[config.mk]
export PLATFORM = sky130hd
export DESIGN_NAME = traffic_phase_scheduler_flat
export DESIGN_NICKNAME = d
export VERILOG_FILES = /design/src/rtl/traffic_phase_scheduler_if.sv /design/src/rtl/traffic_phase_scheduler.sv /design/src/flat_wrapper.sv
export SDC_FILE = /design/constraint.sdc
export NUM_CORES = 1
export LEC_CHECK = 0
export ABC_AREA = 0
export BUFFER_PORTS_ARGS = -buffer_cell sky130_fd_sc_hd__buf_2
export CORE_ASPECT_RATIO = 2
export CORE_UTILIZATION = 24
export DETAILED_ROUTE_END_ITERATION = 12
export GPL_ROUTABILITY_DRIVEN = 0
export GPL_TIMING_DRIVEN = 0
export SETUP_SLACK_MARGIN = 0.3
export SYNTH_ARGS = -nofsm -noshare
export SYNTH_HDL_FRONTEND = slang
export SYNTH_SLANG_ARGS = --single-unit
[constraint.sdc]
create_clock -name clk -period 3.43 [get_ports clk]
set_input_delay 0.1715 -clock clk [delete_from_list [all_inputs] [get_ports clk]]
set_output_delay 0.1715 -clock clk [all_outputs]
set_load 0.1 [all_outputs]
[src/rtl/traffic_phase_scheduler_if.sv]
`default_nettype none
// ============================================================================
// Module   : traffic_phase_scheduler_if
// Brief    : Request, lamp and debug bundle for the intersection phase scheduler.
// Revision : 1.0 - initial release
// ============================================================================
interface traffic_phase_scheduler_if;
    logic       tick;
    logic       ns_req;
    logic       ew_req;
    logic       ped_req;
    logic       ns_g;
    logic       ns_y;
    logic       ns_r;
    logic       ew_g;
    logic       ew_y;
    logic       ew_r;
    logic       walk;
    logic       ped_pending;
    logic [2:0] phase;

    modport master (
        output tick, ns_req, ew_req, ped_req,
        input  ns_g, ns_y, ns_r, ew_g, ew_y, ew_r, walk, ped_pending, phase
    );

    modport slave (
        input  tick, ns_req, ew_req, ped_req,
        output ns_g, ns_y, ns_r, ew_g, ew_y, ew_r, walk, ped_pending, phase
    );
endinterface
`default_nettype wire

[src/rtl/traffic_phase_scheduler.sv]
`default_nettype none
// ============================================================================
// Module   : traffic_phase_scheduler
// Brief    : Actuated NS/EW/pedestrian phase scheduler with min/max green.
// Revision : 1.0 - initial release
// ============================================================================
module traffic_phase_scheduler #(
    parameter int G_MIN      = 3,
    parameter int G_MAX      = 8,
    parameter int Y_TICKS    = 2,
    parameter int AR_TICKS   = 1,
    parameter int WALK_TICKS = 4,
    parameter int CW         = 4
) (
    input  wire logic                  clk,
    input  wire logic                  rst,
    traffic_phase_scheduler_if.slave   bus
);

    localparam logic [2:0] c_ns_g    = 3'd0;
    localparam logic [2:0] c_ns_y    = 3'd1;
    localparam logic [2:0] c_ew_g    = 3'd2;
    localparam logic [2:0] c_ew_y    = 3'd3;
    localparam logic [2:0] c_all_red = 3'd4;
    localparam logic [2:0] c_walk    = 3'd5;

    localparam logic       c_road_ns = 1'b0;
    localparam logic       c_road_ew = 1'b1;

    localparam logic [CW-1:0] c_g_min_last = CW'(G_MIN - 1);
    localparam logic [CW-1:0] c_g_max_last = CW'(G_MAX - 1);
    localparam logic [CW-1:0] c_y_last     = CW'(Y_TICKS - 1);
    localparam logic [CW-1:0] c_ar_last    = CW'(AR_TICKS - 1);
    localparam logic [CW-1:0] c_walk_last  = CW'(WALK_TICKS - 1);
    localparam logic [CW-1:0] c_cnt_max    = {CW{1'b1}};

    logic [2:0]    r_state;
    logic [2:0]    w_next;
    logic [CW-1:0] r_phase_cnt;
    logic          r_last_road;
    logic          r_prev_walk;
    logic          r_ped_pending;

    logic          w_at_gmin;
    logic          w_at_gmax;
    logic          w_state_change;
    logic [6:0]    w_lamps;

    assign w_at_gmin      = (r_phase_cnt >= c_g_min_last);
    assign w_at_gmax      = (r_phase_cnt >= c_g_max_last);
    assign w_state_change = (w_next != r_state);

    always_ff @(posedge clk or posedge rst) begin
        if (rst) begin
            r_state <= c_ns_g;
        end else begin
            r_state <= w_next;
        end
    end

    always_comb begin
        w_next = r_state;
        case (r_state)
            c_ns_g: begin
                if (bus.tick && w_at_gmin && (bus.ew_req || r_ped_pending) &&
                    (!bus.ns_req || w_at_gmax)) begin
                    w_next = c_ns_y;
                end
            end
            c_ew_g: begin
                if (bus.tick && w_at_gmin && (bus.ns_req || r_ped_pending) &&
                    (!bus.ew_req || w_at_gmax)) begin
                    w_next = c_ew_y;
                end
            end
            c_ns_y, c_ew_y: begin
                if (bus.tick && (r_phase_cnt == c_y_last)) begin
                    w_next = c_all_red;
                end
            end
            c_walk: begin
                if (bus.tick && (r_phase_cnt == c_walk_last)) begin
                    w_next = c_all_red;
                end
            end
            c_all_red: begin
                // A walk is never granted twice in a row through one clearance
                if (bus.tick && (r_phase_cnt == c_ar_last)) begin
                    if (r_ped_pending && !r_prev_walk) begin
                        w_next = c_walk;
                    end else if (r_last_road == c_road_ns) begin
                        w_next = c_ew_g;
                    end else begin
                        w_next = c_ns_g;
                    end
                end
            end
            default: w_next = c_all_red;
        endcase
    end

    always_ff @(posedge clk or posedge rst) begin
        if (rst) begin
            r_phase_cnt   <= '0;
            r_last_road   <= c_road_ns;
            r_prev_walk   <= 1'b0;
            r_ped_pending <= 1'b0;
        end else begin
            if (w_state_change) begin
                r_phase_cnt <= '0;
                r_prev_walk <= (r_state == c_walk);
            end else if (bus.tick && (r_phase_cnt != c_cnt_max)) begin
                r_phase_cnt <= r_phase_cnt + 1'b1;
            end

            if (w_next == c_ns_g) begin
                r_last_road <= c_road_ns;
            end else if (w_next == c_ew_g) begin
                r_last_road <= c_road_ew;
            end

            // Requests arriving during or on entry to a walk are already served
            if ((w_next == c_walk) && (r_state != c_walk)) begin
                r_ped_pending <= 1'b0;
            end else if (bus.ped_req && (r_state != c_walk)) begin
                r_ped_pending <= 1'b1;
            end
        end
    end

    // Lamp order: ns_g, ns_y, ns_r, ew_g, ew_y, ew_r, walk
    always_comb begin
        w_lamps = 7'b001_001_0;
        case (r_state)
            c_ns_g:    w_lamps = 7'b100_001_0;
            c_ns_y:    w_lamps = 7'b010_001_0;
            c_ew_g:    w_lamps = 7'b001_100_0;
            c_ew_y:    w_lamps = 7'b001_010_0;
            c_all_red: w_lamps = 7'b001_001_0;
            c_walk:    w_lamps = 7'b001_001_1;
            default:   w_lamps = 7'b001_001_0;
        endcase
    end

    assign bus.ns_g        = w_lamps[6];
    assign bus.ns_y        = w_lamps[5];
    assign bus.ns_r        = w_lamps[4];
    assign bus.ew_g        = w_lamps[3];
    assign bus.ew_y        = w_lamps[2];
    assign bus.ew_r        = w_lamps[1];
    assign bus.walk        = w_lamps[0];
    assign bus.ped_pending = r_ped_pending;
    assign bus.phase       = r_state;

endmodule
`default_nettype wire

[src/flat_wrapper.sv]
// flat-port wrapper written by rule: the top's interface ports become plain ports
module traffic_phase_scheduler_flat 
#(
    parameter int G_MIN      = 3,
    parameter int G_MAX      = 8,
    parameter int Y_TICKS    = 2,
    parameter int AR_TICKS   = 1,
    parameter int WALK_TICKS = 4,
    parameter int CW         = 4
)
  (clk, rst, bus_tick, bus_ns_req, bus_ew_req, bus_ped_req, bus_ns_g, bus_ns_y, bus_ns_r, bus_ew_g, bus_ew_y, bus_ew_r, bus_walk, bus_ped_pending, bus_phase);
  traffic_phase_scheduler_if bus_i ();
  input  wire logic clk;
  input  wire logic rst;
  input wire logic [$bits(bus_i.tick)-1:0] bus_tick;
  input wire logic [$bits(bus_i.ns_req)-1:0] bus_ns_req;
  input wire logic [$bits(bus_i.ew_req)-1:0] bus_ew_req;
  input wire logic [$bits(bus_i.ped_req)-1:0] bus_ped_req;
  output wire logic [$bits(bus_i.ns_g)-1:0] bus_ns_g;
  output wire logic [$bits(bus_i.ns_y)-1:0] bus_ns_y;
  output wire logic [$bits(bus_i.ns_r)-1:0] bus_ns_r;
  output wire logic [$bits(bus_i.ew_g)-1:0] bus_ew_g;
  output wire logic [$bits(bus_i.ew_y)-1:0] bus_ew_y;
  output wire logic [$bits(bus_i.ew_r)-1:0] bus_ew_r;
  output wire logic [$bits(bus_i.walk)-1:0] bus_walk;
  output wire logic [$bits(bus_i.ped_pending)-1:0] bus_ped_pending;
  output wire logic [$bits(bus_i.phase)-1:0] bus_phase;
  assign bus_i.tick = bus_tick;
  assign bus_i.ns_req = bus_ns_req;
  assign bus_i.ew_req = bus_ew_req;
  assign bus_i.ped_req = bus_ped_req;
  assign bus_ns_g = bus_i.ns_g;
  assign bus_ns_y = bus_i.ns_y;
  assign bus_ns_r = bus_i.ns_r;
  assign bus_ew_g = bus_i.ew_g;
  assign bus_ew_y = bus_i.ew_y;
  assign bus_ew_r = bus_i.ew_r;
  assign bus_walk = bus_i.walk;
  assign bus_ped_pending = bus_i.ped_pending;
  assign bus_phase = bus_i.phase;
  traffic_phase_scheduler #(.G_MIN(G_MIN), .G_MAX(G_MAX), .Y_TICKS(Y_TICKS), .AR_TICKS(AR_TICKS), .WALK_TICKS(WALK_TICKS), .CW(CW)) u_core (.clk(clk), .rst(rst), .bus(bus_i));
endmodule
==> impl_metrics.tcl <==
set metrics [dict create \
    outcome "finished, final reports clean" \
    number_of_remaining_drc_errors 0 \
    start_util 0.252 \
    hpwl_detailed_mm 1.27 \
    finClkSkew_ns 0.00439 \
    first_global_vias 600 \
    tns_ns 0 \
    detailroute.via_count 622 \
    post-route-worst-setup-slack_ns 1.53 \
    maxCapViolCount 0 \
    postSynthCellCount 75 \
    detailed_place.area_sq_um 823 \
    ant_nets 0 \
    crit_family "simple AND/OR/NAND/NOR gates" \
    finalNetCount 107 \
    dpl_worst_slack_ns 1.54 \
    fin_crit_sh 0.555 \
    clock-root-buffer "sky130_fd_sc_hd__clkbuf_8" \
    cp_cell_sequence "ha_1 > a211oi_1 > or4_4 > o2111ai_2 > mux2_4" \
    crit_arrival_ns 2.02 \
    critPathLaunchType "register" \
    initialDrtViolationCount 12 \
    vias_per_cell 5.02 \
    synthAdderAreaFrac 0.0716 \
    grt_overflow 0 \
    endpoint_kind "register" \
    critical_r2r_capture "u_core.r_last_road" \
    worstHoldStart "bus_ped_req" \
    numClockSinks 10 \
    leading_cell_types_by_count_after_synthesis "sky130_fd_sc_hd__dfrtp_1, sky130_fd_sc_hd__nor2_1, sky130_fd_sc_hd__inv_1" \
    ioPinCount 17 \
    synthXorXnorAreaFrac 0.0250 \
    main_combinational_cell_family_by_area_after_synthesis "simple AND/OR/NAND/NOR gates" \
    postSynth.topFlopCell "sky130_fd_sc_hd__dfrtp_1" \
    synth_area_sq_um 699 \
    timing.setup.critical_path_class "register to register" \
    gr-usage-all-layers 0.122 \
    antenna_cells_inserted 0 \
    ff2ff_setup_slack_ns 1.53 \
    fp.dieArea_sq_um 3150 \
    grt_antenna_before_repair 0 \
    syn_area_per_cell_sq_um 9.33 \
    hold-path-cell-count 3 \
    finalHoldViolations 0 \
    r2r-start "u_core.r_phase_cnt[1]" \
    slew_headroom 0.676 \
    worst_hold_end "u_core.bus.ped_pending" \
    worst_path_bufs_invs 0 \
    cp_max_fo 6 \
    final_non_filler_cell_total 124 \
    worst-slew-pin-transition_ns 0.487 \
    cts.clk_slew.worst_paths_ns 0.05 \
    achievable-frequency_mhz 525 \
    post-cts-setup-buffers 0 \
    synthMostInstantiatedCell "sky130_fd_sc_hd__dfrtp_1" \
    synth.lib_cells_used.distinct 31 \
    dieHeight_microns 78.3 \
    core_area_sq_um 2770 \
    hold_path.class "input pin to register" \
    yosys-top-cells-area "sky130_fd_sc_hd__dfrtp_1, sky130_fd_sc_hd__ha_1, sky130_fd_sc_hd__nor2_1" \
    longest_clk_path_bufs 2 \
    drt_pre_antenna_iters 4 \
    grt.met2_usage 0.211 \
    io_buffers 16 \
    tritoncts.num_buffers 3 \
    stdcell_area_sq_um 875 \
    worst_ep_required_time_ns 3.54 \
    finalCriticalPeriod_ns 1.90 \
    finalSetupViolations 0 \
    ys_ff_latch 10 \
    cts_tree "yes" \
    worstRegToRegCells 5 \
    syn_nets 85 \
    post_route_cells_drive_above_1_share 0.305 \
    worstSkewPairLatency_ns 0.23 \
    slew_violations 0 \
    wl_per_cell_microns 12.8 \
    grt.busiest_layer "met2" \
    grt_first_pass_wirelength_mm 2.61 \
    setup_repair_after_global_routing_missed_its_margin "no" \
    synth_seq_area_share 0.358 \
    placed_cells 120 \
    critPathMaxStageDelay_ns 0.56 \
    synth_compound_gate_area_share 0.116 \
    groute.layer.met1.usage 0.112 \
    rows 27 \
    synth.yosys.warnings 0 \
    worst_path_max_delay_cell "sky130_fd_sc_hd__or4_4" \
    biggest_area_consumer_among_synthesized_cells "sky130_fd_sc_hd__dfrtp_1" \
    synth_mux_area_frac 0.0501 \
    synth_edf_count 0 \
    maximum_number_of_pins_on_one_net_before_global_route_repair 11 \
    synth-simple-area-share 0.326 \
    drt-total-wl_mm 1.59 \
    yosysTopAreaCellShare 0.358 \
    floorplan.die.width_microns 40.2 \
    proportion_of_synthesized_flip_flops_having_asynchronous_set_or_reset 1.00 \
    globalRouteMet3Util 0.0254 \
    cts_htree_levels 1 \
    synthToLayoutAreaGrowth_pct 25.0 \
]
==> per-stage QoR <==
step | hold slack [ns] | utilization
CTS | 0.204 | 0.316
finish | 0.207 | 0.316
detailed placement | 0.183 | 0.297
global placement | 0.185 | 0.297
floorplan | 0.0117 | -
global route | 0.244 | 0.316
==> area by class of cell <==
| class | instances | area [sq um] |
|---|---|---|
| plain buffers | 2 | 15.0 |
| well taps | 29 | 36.3 |
| clock buffers | 3 | 41.3 |
| repair buffers | 17 | 90.1 |
| flip-flops and latches | 10 | 250 |
| fillers | 304 | 1900 |
| multi-input cells | 57 | 419 |
| inverters | 6 | 22.5 |
==> worst max-delay path by stage <==
stage,start,depth (start not counted),end,slack [ns]
6_report,u_core.r_phase_cnt[1],5,u_core.r_last_road,1.53
2_1_floorplan,u_core.bus.phase[2],3,bus_ns_y,0.34
3_3_place_gp,u_core.r_phase_cnt[1],5,u_core.r_last_road,1.57
4_1_cts,u_core.r_phase_cnt[1],5,u_core.r_last_road,1.52
5_1_grt,u_core.bus.phase[2],5,bus_walk,1.43
3_5_place_dp,u_core.r_phase_cnt[1],5,u_core.r_last_road,1.54
==> flip-flops by register name, indices dropped and copies added (netlist names) <==
| signal | flops |
|---|---|
| u_core.bus.ped_pending | 1 |
| u_core.bus.phase | 3 |
| u_core.r_last_road | 1 |
| u_core.r_phase_cnt | 4 |
| u_core.r_prev_walk | 1 |
==> cells in the final DEF, fill, tap and decap left out, types with 2 or more instances in the layout <==
cell type / n
sky130_fd_sc_hd__nand3b_1: 2
sky130_fd_sc_hd__inv_1: 6
sky130_fd_sc_hd__nor4_1: 2
sky130_fd_sc_hd__and2_1: 2
sky130_fd_sc_hd__xnor2_1: 2
sky130_fd_sc_hd__buf_2: 16
sky130_fd_sc_hd__clkbuf_8: 3
sky130_fd_sc_hd__a211oi_1: 2
sky130_fd_sc_hd__ha_1: 4
sky130_fd_sc_hd__nor2b_1: 3
sky130_fd_sc_hd__nand3_1: 4
sky130_fd_sc_hd__nor2_1: 6
sky130_fd_sc_hd__nor3_1: 4
sky130_fd_sc_hd__dfrtp_1: 10
sky130_fd_sc_hd__a21oi_1: 3
sky130_fd_sc_hd__nand4_1: 2
sky130_fd_sc_hd__mux2i_1: 2
sky130_fd_sc_hd__nand2_1: 4
==> worst register-to-register path, delay by kind of cell, from the launching register on <==
family	cells	cell delay [ns]
AND/OR/NAND/NOR	1	0.56
flip-flops	1	0.44
multiplexers	1	0.32
adder cells (fa/ha/maj)	1	0.27
AO/OA/AOI/OAI	2	0.19
==> metal layers <==
metal / up-vias / share of wire / routed length [microns]
met2: 17 / 0.53 / 848
met1: 294 / 0.38 / 607
li1: 305 / - / -
met4: 0 / 0.040 / 63
met5: - / 0 / 0
met3: 6 / 0.043 / 68
==> cells by family after synthesis <==
logic type,after synthesis
xor+xnor,2
fa+ha+maj,4
buf+inv,8
flops,10
compound gates,9
mux,3
simple gates,39
==> timing repair <==
item                                    CTS  global route
endpoints found under the setup margin    0             0
endpoints found under the hold margin    10             0
resized for setup                         0             0
hold buffers                              1             0
Power is not shown: default switching activity piles up to over one toggle a cycle in this logic, so the estimate is an artifact.
